[config.mk]
export PLATFORM = sky130hd
export DESIGN_NAME = reg_file_2r1w
export DESIGN_NICKNAME = d
export VERILOG_FILES = /design/src/rtl/reg_file_2r1w.sv
export SDC_FILE = /design/constraint.sdc
export NUM_CORES = 1
export LEC_CHECK = 0
export CAP_MARGIN = 5
export CORE_UTILIZATION = 35
export DETAILED_ROUTE_END_ITERATION = 8
export PLACE_DENSITY = 0.65
export SLEW_MARGIN = 10
export SYNTH_ARGS = -nofsm -noshare
export SYNTH_HDL_FRONTEND = slang
export SYNTH_SLANG_ARGS = --single-unit
export TNS_END_PERCENT = 10
[constraint.sdc]
create_clock -name clk_i -period 2.2 [get_ports clk_i]
set_input_delay 0.33 -clock clk_i [delete_from_list [all_inputs] [get_ports clk_i]]
set_output_delay 0.33 -clock clk_i [all_outputs]
set_load 0.01 [all_outputs]
[src/rtl/reg_file_2r1w.sv]
// Edge-triggered 2-read/1-write register file with registered, write-first bypassed read ports.
// Each read port is a small sub-module instantiated once per port from a generate loop.

module rf_rd_port #(
  parameter int WIDTH   = 8,
  parameter int NREG    = 8,
  parameter int ZERO_R0 = 1,
  parameter int AW      = $clog2(NREG)
) (
  input  logic                        clk_i,
  input  logic                        rst_ni,
  input  logic                        re_i,
  input  logic [AW-1:0]               ra_i,
  input  logic                        we_i,
  input  logic [AW-1:0]               wa_i,
  input  logic [WIDTH-1:0]            wd_i,
  input  logic [NREG-1:0][WIDTH-1:0]  mem_i,
  output logic [WIDTH-1:0]            q_o,
  output logic                        v_o
);
  typedef enum logic {IDLE, VALID} state_e;

  state_e            state_q, state_d;
  logic [WIDTH-1:0]  q_q, q_d;

  always_ff @(posedge clk_i or negedge rst_ni) begin
    if (!rst_ni) begin
      state_q <= IDLE;
      q_q     <= '0;
    end else begin
      state_q <= state_d;
      q_q     <= q_d;
    end
  end

  // R0 check comes first so a same-edge write to r0 never bypasses through.
  always_comb begin
    state_d = IDLE;
    q_d     = q_q;
    if (re_i) begin
      state_d = VALID;
      if (ZERO_R0 != 0 && ra_i == '0)  q_d = '0;
      else if (we_i && ra_i == wa_i)   q_d = wd_i;
      else                             q_d = mem_i[ra_i];
    end
  end

  assign q_o = q_q;
  assign v_o = (state_q == VALID);
endmodule

module reg_file_2r1w #(
  parameter int WIDTH   = 8,
  parameter int NREG    = 8,
  parameter int ZERO_R0 = 1,
  localparam int AW     = $clog2(NREG)
) (
  input  logic              clk_i,
  input  logic              rst_ni,
  input  logic              we_i,
  input  logic [AW-1:0]     wa_i,
  input  logic [WIDTH-1:0]  wd_i,
  input  logic              re_a_i,
  input  logic [AW-1:0]     ra_a_i,
  input  logic              re_b_i,
  input  logic [AW-1:0]     ra_b_i,
  output logic [WIDTH-1:0]  q_a_o,
  output logic [WIDTH-1:0]  q_b_o,
  output logic              v_a_o,
  output logic              v_b_o
);
  localparam int NPORT = 2;

  logic [NREG-1:0][WIDTH-1:0]   mem_q, mem_d;
  logic [NPORT-1:0]             re, v;
  logic [NPORT-1:0][AW-1:0]     ra;
  logic [NPORT-1:0][WIDTH-1:0]  q;

  always_comb begin
    mem_d = mem_q;
    if (we_i && !(ZERO_R0 != 0 && wa_i == '0)) mem_d[wa_i] = wd_i;
  end

  always_ff @(posedge clk_i or negedge rst_ni) begin
    if (!rst_ni) mem_q <= '0;
    else         mem_q <= mem_d;
  end

  assign re = {re_b_i, re_a_i};
  assign ra = {ra_b_i, ra_a_i};

  for (genvar g = 0; g < NPORT; g++) begin : g_port
    rf_rd_port #(.WIDTH(WIDTH), .NREG(NREG), .ZERO_R0(ZERO_R0), .AW(AW)) u_port (
      .clk_i  (clk_i),
      .rst_ni (rst_ni),
      .re_i   (re[g]),
      .ra_i   (ra[g]),
      .we_i   (we_i),
      .wa_i   (wa_i),
      .wd_i   (wd_i),
      .mem_i  (mem_q),
      .q_o    (q[g]),
      .v_o    (v[g])
    );
  end

  assign q_a_o = q[0];
  assign q_b_o = q[1];
  assign v_a_o = v[0];
  assign v_b_o = v[1];
endmodule
==> reports/qor.txt, run 1 <==
Cell Count Post-Placement - 458
Final #Nets - 349
Total GRT Usage - 17.6%
Synth area leader - dfrtp_1
count of final max-slew check failures - 0
WL/cell - 21.6 um
Seq pwr share - 40.1%
die width - 112 um
Die ar. - 0.0126 mm2
max-cap check violation count - 0
Worst Path Class, Setup - in2reg
Initial Util - 36.7%
Critical R2R Launch - mem_q[12]
TritonCTS Sinks - 82
final HPWL from detailed placement - 6980 um
R2R cell count - 3
Vias per Instance - 5.63
Die Y - 112 um
CP endpoint kind - flip-flop
worst skew pair latency - 0.34 ns
unrepaired setup endpoints after global routing - no
Cells on Worst Hold Path - 0
CTS Root Cell - clkbuf_16
DRT Wirelength - 10,300 um
fraction of registers with async set/reset - 100%
sw power - 1.17 mW
Slew @ Worst Pin - 0.866 ns
Leakage Power - 2.29 nW
Worst Hold Path EP - mem_q[3]
synthesized area - 0.00426 mm2
YS warnings - 0
core area - 0.0116 mm2
initial drt markers - 95
Worst Setup Start Kind - input port
Slew headroom - 42.1%
final worst-path cycle share - 94.9%
power consumption - 5.03 mW
CTS tree - yes
Via Count - 2,676
Clock Power Share - 38.6%
top cells by count, synth - dfrtp_1 (82), mux2_2 (72), mux4_1 (19)
pin count of the biggest net entering global routing - 47
H-tree depth - 3
maximum buffer depth of the clock tree - 2
GPL Wtd Cong - 0.754
combinational power share - 21.3%
PwrDens - 930 mW/mm2
Fillers - 1,008
Hold Vio Cnt, Final - 0
Worst Path Arrival - 2.36 ns
area grow syn2layout - 27.1%
GRT Residual Overflow - 0
largest cells by area after synthesis - dfrtp_1 (48%), mux2_2 (19%), mux4_1 (12%)
final setup violating endpoints - 0
post-synthesis cell count - 271
Worst VDD drop - 0.448 mV
setup TNS - 0 ns
status - complete, but fails checks
setup ws final - 0.113 ns
Seq cells post-synth - 82
RR Endpoint - g_port[1].u_port.q_o[4]
antenna violations before repair - 0
Worst Setup SP - ra_a_i[0]
Clock Skews - 0.00451 ns
crit path time final - 2.09 ns
post-place setup slack - -0.172 ns
layout cells sized above 1 - 40.7%
Top FF cell, synth - dfrtp_1
syn_area_per_cell - 15.7 um2
Switching Share - 23.4%
r2r setup slk - 0.58 ns
row count - 39
HP Start - mem_q[3]
Unique masters post-synth - 29
post-route ant nets - 0
failing checks - design-rule violations
number of flops mapped to enable cells by yosys - 0
Int Pwr - 3.86 mW
Non-Filler Instances - 475
sequential fraction of the synthesis area - 48.2%
first-pass GRT wire length - 16,200 um
vias in the first global route - 2,817
Buffers on Ports - 39
crit-path max FO - 13
syn_nets - 293
Non-Filler Cell Area, Final - 0.00541 mm2
placed cell area - 0.00502 mm2
Max Fclk - 0.479 GHz
Req. time, crit path - 2.47 ns
post-synth top area share - 48.2%
router iterations before antenna repair - 6
Ports - 40
Min-Delay Path Class - reg2reg
diode count - 0
Clock transition at path regs - 0.06 ns
Num CTS Buffers - 9
most common cell in the synthesized netlist - dfrtp_1
drt drc - 3
[placed cells by master, fill, tap and decap left out, drive strengths merged, types with 2 or more instances in the layout]
cell	Yosys	layout
nor3	2	2
mux2	72	72
nor2	2	2
clkdlybuf4s50	0	38
dfrtp	82	82
bufinv	0	5
a221o	16	16
inv	2	2
nor2b	17	17
nand4	3	3
clkbuf	16	11
buf	10	32
mux4	32	32
nand2	2	2
xnor2	5	5
[metrics by stage]
| step | util (%) | hold slack [ns] |
|---|---|---|
| finish | 46.6 | 0.384 |
| floorplan | - | 0.0344 |
| detailed placement | 43.2 | 0.337 |
| global placement | 43.2 | 0.322 |
| global route | 46.6 | 0.409 |
| CTS | 46.6 | 0.390 |
[routing by layer]
metal | part of all wire, % | track usage, %
met5 | 0 | 0
met4 | 2.9 | 8.44
met3 | 4.5 | 2.81
met2 | 48 | 28.4
met1 | 45 | 23.3
[sequential cells by signal, summed over array words and instances, names as in the netlist]
register / cells
mem_q: 64
g_port.u_port.q_o: 16
g_port.u_port.v_o: 2
[worst max-delay path by stage]
stage | to | depth (start not counted) | slack, ns
4_1_cts | g_port[0].u_port.q_o[3] | 7 | 0.17
2_1_floorplan | g_port[1].u_port.q_o[0] | 5 | 0.25
3_5_place_dp | g_port[0].u_port.q_o[3] | 7 | -0.17
6_report | g_port[0].u_port.q_o[3] | 7 | 0.11
5_1_grt | g_port[0].u_port.q_o[1] | 7 | 0.05
3_3_place_gp | g_port[0].u_port.q_o[7] | 7 | -0.13
[area by class of cell]
class / instances / area (um2) / area share (%)
clock buffers: 11 / 233 / 4.30
clock inverters: 5 / 150 / 2.78
inverters: 2 / 7.51 / 0.139
multi-input cells: 161 / 2060 / 38.0
flip-flops and latches: 82 / 2050 / 37.9
well taps: 143 / 179 / 3.31
repair buffers: 71 / 731 / 13.5
[worst max-delay path, stage by stage]
cell             delay, ns
clkdlybuf4s50_1       0.45
buf_12                0.18
buf_12                0.13
nor2_1                0.10
o21ai_0               0.12
a211oi_2              0.76
a221o_1               0.28
[power by group through the flow]
stage	clock (mW)	combinational [mW]	sequential [mW]
2_1_floorplan	0	0.665	1.99
5_1_grt	2.03	1.15	2.06
3_5_place_dp	0	1.08	2.04
3_3_place_gp	0	1.06	2.03
4_1_cts	1.96	1.08	2.02
6_report	1.94	1.07	2.02
[kinds of logic (layout without fill, tap and decap cells)]
logic type | count (synthesis) | count (layout) | share of synthesized area [%]
buf+inv | 28 | 89 | 3.62
flops | 82 | 82 | 48.2
xor+xnor | 5 | 5 | 1.03
compound gates | 21 | 21 | 4.79
mux | 104 | 104 | 37.7
simple gates | 31 | 31 | 4.70
[timing repair]
item	4_1_cts	5_1_grt
resized for setup	0	0
hold endpoints to repair	36	0
buffers inserted	0	0
hold buffers	1	0
Power figures use the tool's default switching activity.
==> run 2, diff against run 1 <==
--- a/config.mk
+++ b/config.mk
@@ -6,6 +6,7 @@
 export NUM_CORES = 1
 export LEC_CHECK = 0
 export CAP_MARGIN = 5
+export CORE_MARGIN = 4
 export CORE_UTILIZATION = 35
 export DETAILED_ROUTE_END_ITERATION = 8
 export PLACE_DENSITY = 0.65
==> run 2 against run 1 <==
Net effect: the run now ends clean; global-route usage is 1.4 points lower; clock-buffer cell count grew 1; utilization shrank 1.6 points; critical path depth is 2 lower; register-to-register slack barely moved; sequential power is essentially flat; critical path type unchanged.
==> reports/qor.txt, run 2 (synthesis results as in run 1) <==
Worst Path Class, Setup - in2reg
GPL Wtd Cong - 0.874
Worst Setup SP - wa_i[0]
CTS Hold Bufs - 1
antenna violations before repair - 0
Total GRT Usage - 16.2%
Critical R2R Launch - mem_q[28]
crit-path max FO - 8
Die Y - 118 um
Die ar. - 0.0140 mm2
HP Start - mem_q[7]
Worst Setup Start Kind - input port
worst setup path end - g_port[1].u_port.q_o[4]
Num CTS Buffers - 9
Req. time, crit path - 2.47 ns
row count - 40
Via Count - 2,714
Hold Vio Cnt, Final - 0
max reg flops - 64
count of final max-slew check failures - 0
post-CTS setup buffer count - 0
Worst path slowest cell - nor2b_1
Worst VDD drop - 0.343 mV
CTS tree - yes
status - finished clean
most frequent cells in the layout - dfrtp_1 (82), mux2_2 (72), clkdlybuf4s50_1 (38)
Vias per Instance - 5.64
Cell Count Post-Placement - 464
unrepaired setup endpoints after global routing - no
die width - 118 um
Final #Nets - 351
Leakage Power - 2.28 nW
Largest stage delay, worst path - 0.79 ns
router iterations before antenna repair - 4
Worst Path Arrival - 2.33 ns
most flop-heavy register - mem_q
diode count - 0
initial drt markers - 157
CP endpoint kind - flip-flop
area grow syn2layout - 26.4%
commonest non-fill, non-tap cell in the layout - dfrtp_1
Clock transition at path regs - 0.06 ns
CTS Root Cell - clkbuf_16
Buffers on Ports - 39
post-route ant nets - 0
layout cells sized above 1 - 41.0%
r2r setup slk - 0.57 ns
crit-path cells - clkdlybuf4s50_1 -> xnor2_1 -> nand4_1 -> nor2b_1 -> a221o_1
Non-Filler Instances - 481
PostCTS Resize Cnt - 0
RR Endpoint - g_port[0].u_port.q_o[4]
setup ws final - 0.143 ns
max-cap check violation count - 0
worst skew pair latency - 0.33 ns
Slew headroom - 33.7%
first-pass GRT wire length - 17,200 um
final worst-path cycle share - 93.5%
WL/cell - 22.2 um
H-tree depth - 3
R2R cell count - 3
Max Fclk - 0.486 GHz
Min-Delay Path Class - reg2reg
post-place setup slack - -0.141 ns
GRT Residual Overflow - 0
core area - 0.0120 mm2
crit path time final - 2.06 ns
vias in the first global route - 2,930
DRT Wirelength - 10,700 um
TritonCTS Sinks - 82
Ports - 40
drt drc - 0
pin count of the biggest net entering global routing - 51
Initial Util - 35.6%
PwrDens - 876 mW/mm2
Clock Skews - 0.00819 ns
maximum buffer depth of the clock tree - 2
final HPWL from detailed placement - 7160 um
Cells on Worst Hold Path - 0
final setup violating endpoints - 0
Slew @ Worst Pin - 0.992 ns
[run 2: per-stage QoR]
stage	total power [mW]	hold WS [ns]	area, um2	util (%)	setup TNS (ns)
3_3_place_gp	3.10	0.313	5050	42.2	-1.85
6_report	4.71	0.388	5380	45.0	0
2_1_floorplan	2.66	0.0344	4260	-	0
3_5_place_dp	3.12	0.318	5050	42.2	-1.95
5_1_grt	4.95	0.405	5380	45.0	0
4_1_cts	4.77	0.395	5380	45.0	0
[run 2: routing by layer]
layer,share of wire (%),vias to the layer above,global-route usage (%),wire length [um]
li1,-,1188,-,-
met1,44,1429,21.6,4700
met2,48,83,25.8,5160
met3,5.8,14,4.50,616
met4,1.8,0,4.91,197
met5,0,-,0,0
[run 2: worst max-delay path: cells and delay by family]
| kind | cells | cell delay (ns) |
|---|---|---|
| and+or+nand+nor | 2 | 0.91 |
| buffers and inverters | 1 | 0.58 |
| AOI/OAI and AO/OA | 1 | 0.28 |
| xor gates and xnor gates | 1 | 0.21 |
[run 2: report_power, final]
part	leakage [nW]	internal (mW)	switching, mW	total, mW
logic	1.11	0.713	0.374	1.09
clock network	0.157	1.03	0.583	1.61
registers	1.01	1.81	0.203	2.01
total	2.28	3.55	1.16	4.71
[run 2: cell type report]
type                       count  area (um2)
multi-input combinational    161        2060
sequential                    82        2050
inverter                       2        7.51
fill                        1073        6580
timing repair buffer          73         758
clock buffer                  12         246
tap                          147         184
clock inverter                 4        73.8
[run 2: worst min-delay path by stage]
| stage | to |
|---|---|
| after floorplan | g_port[0].u_port.q_o[0] |
| after global placement | g_port[1].u_port.q_o[0] |
| after detailed placement | g_port[1].u_port.q_o[0] |
| after CTS | mem_q[4] |
| after global routing | mem_q[7] |
| final | mem_q[7] |
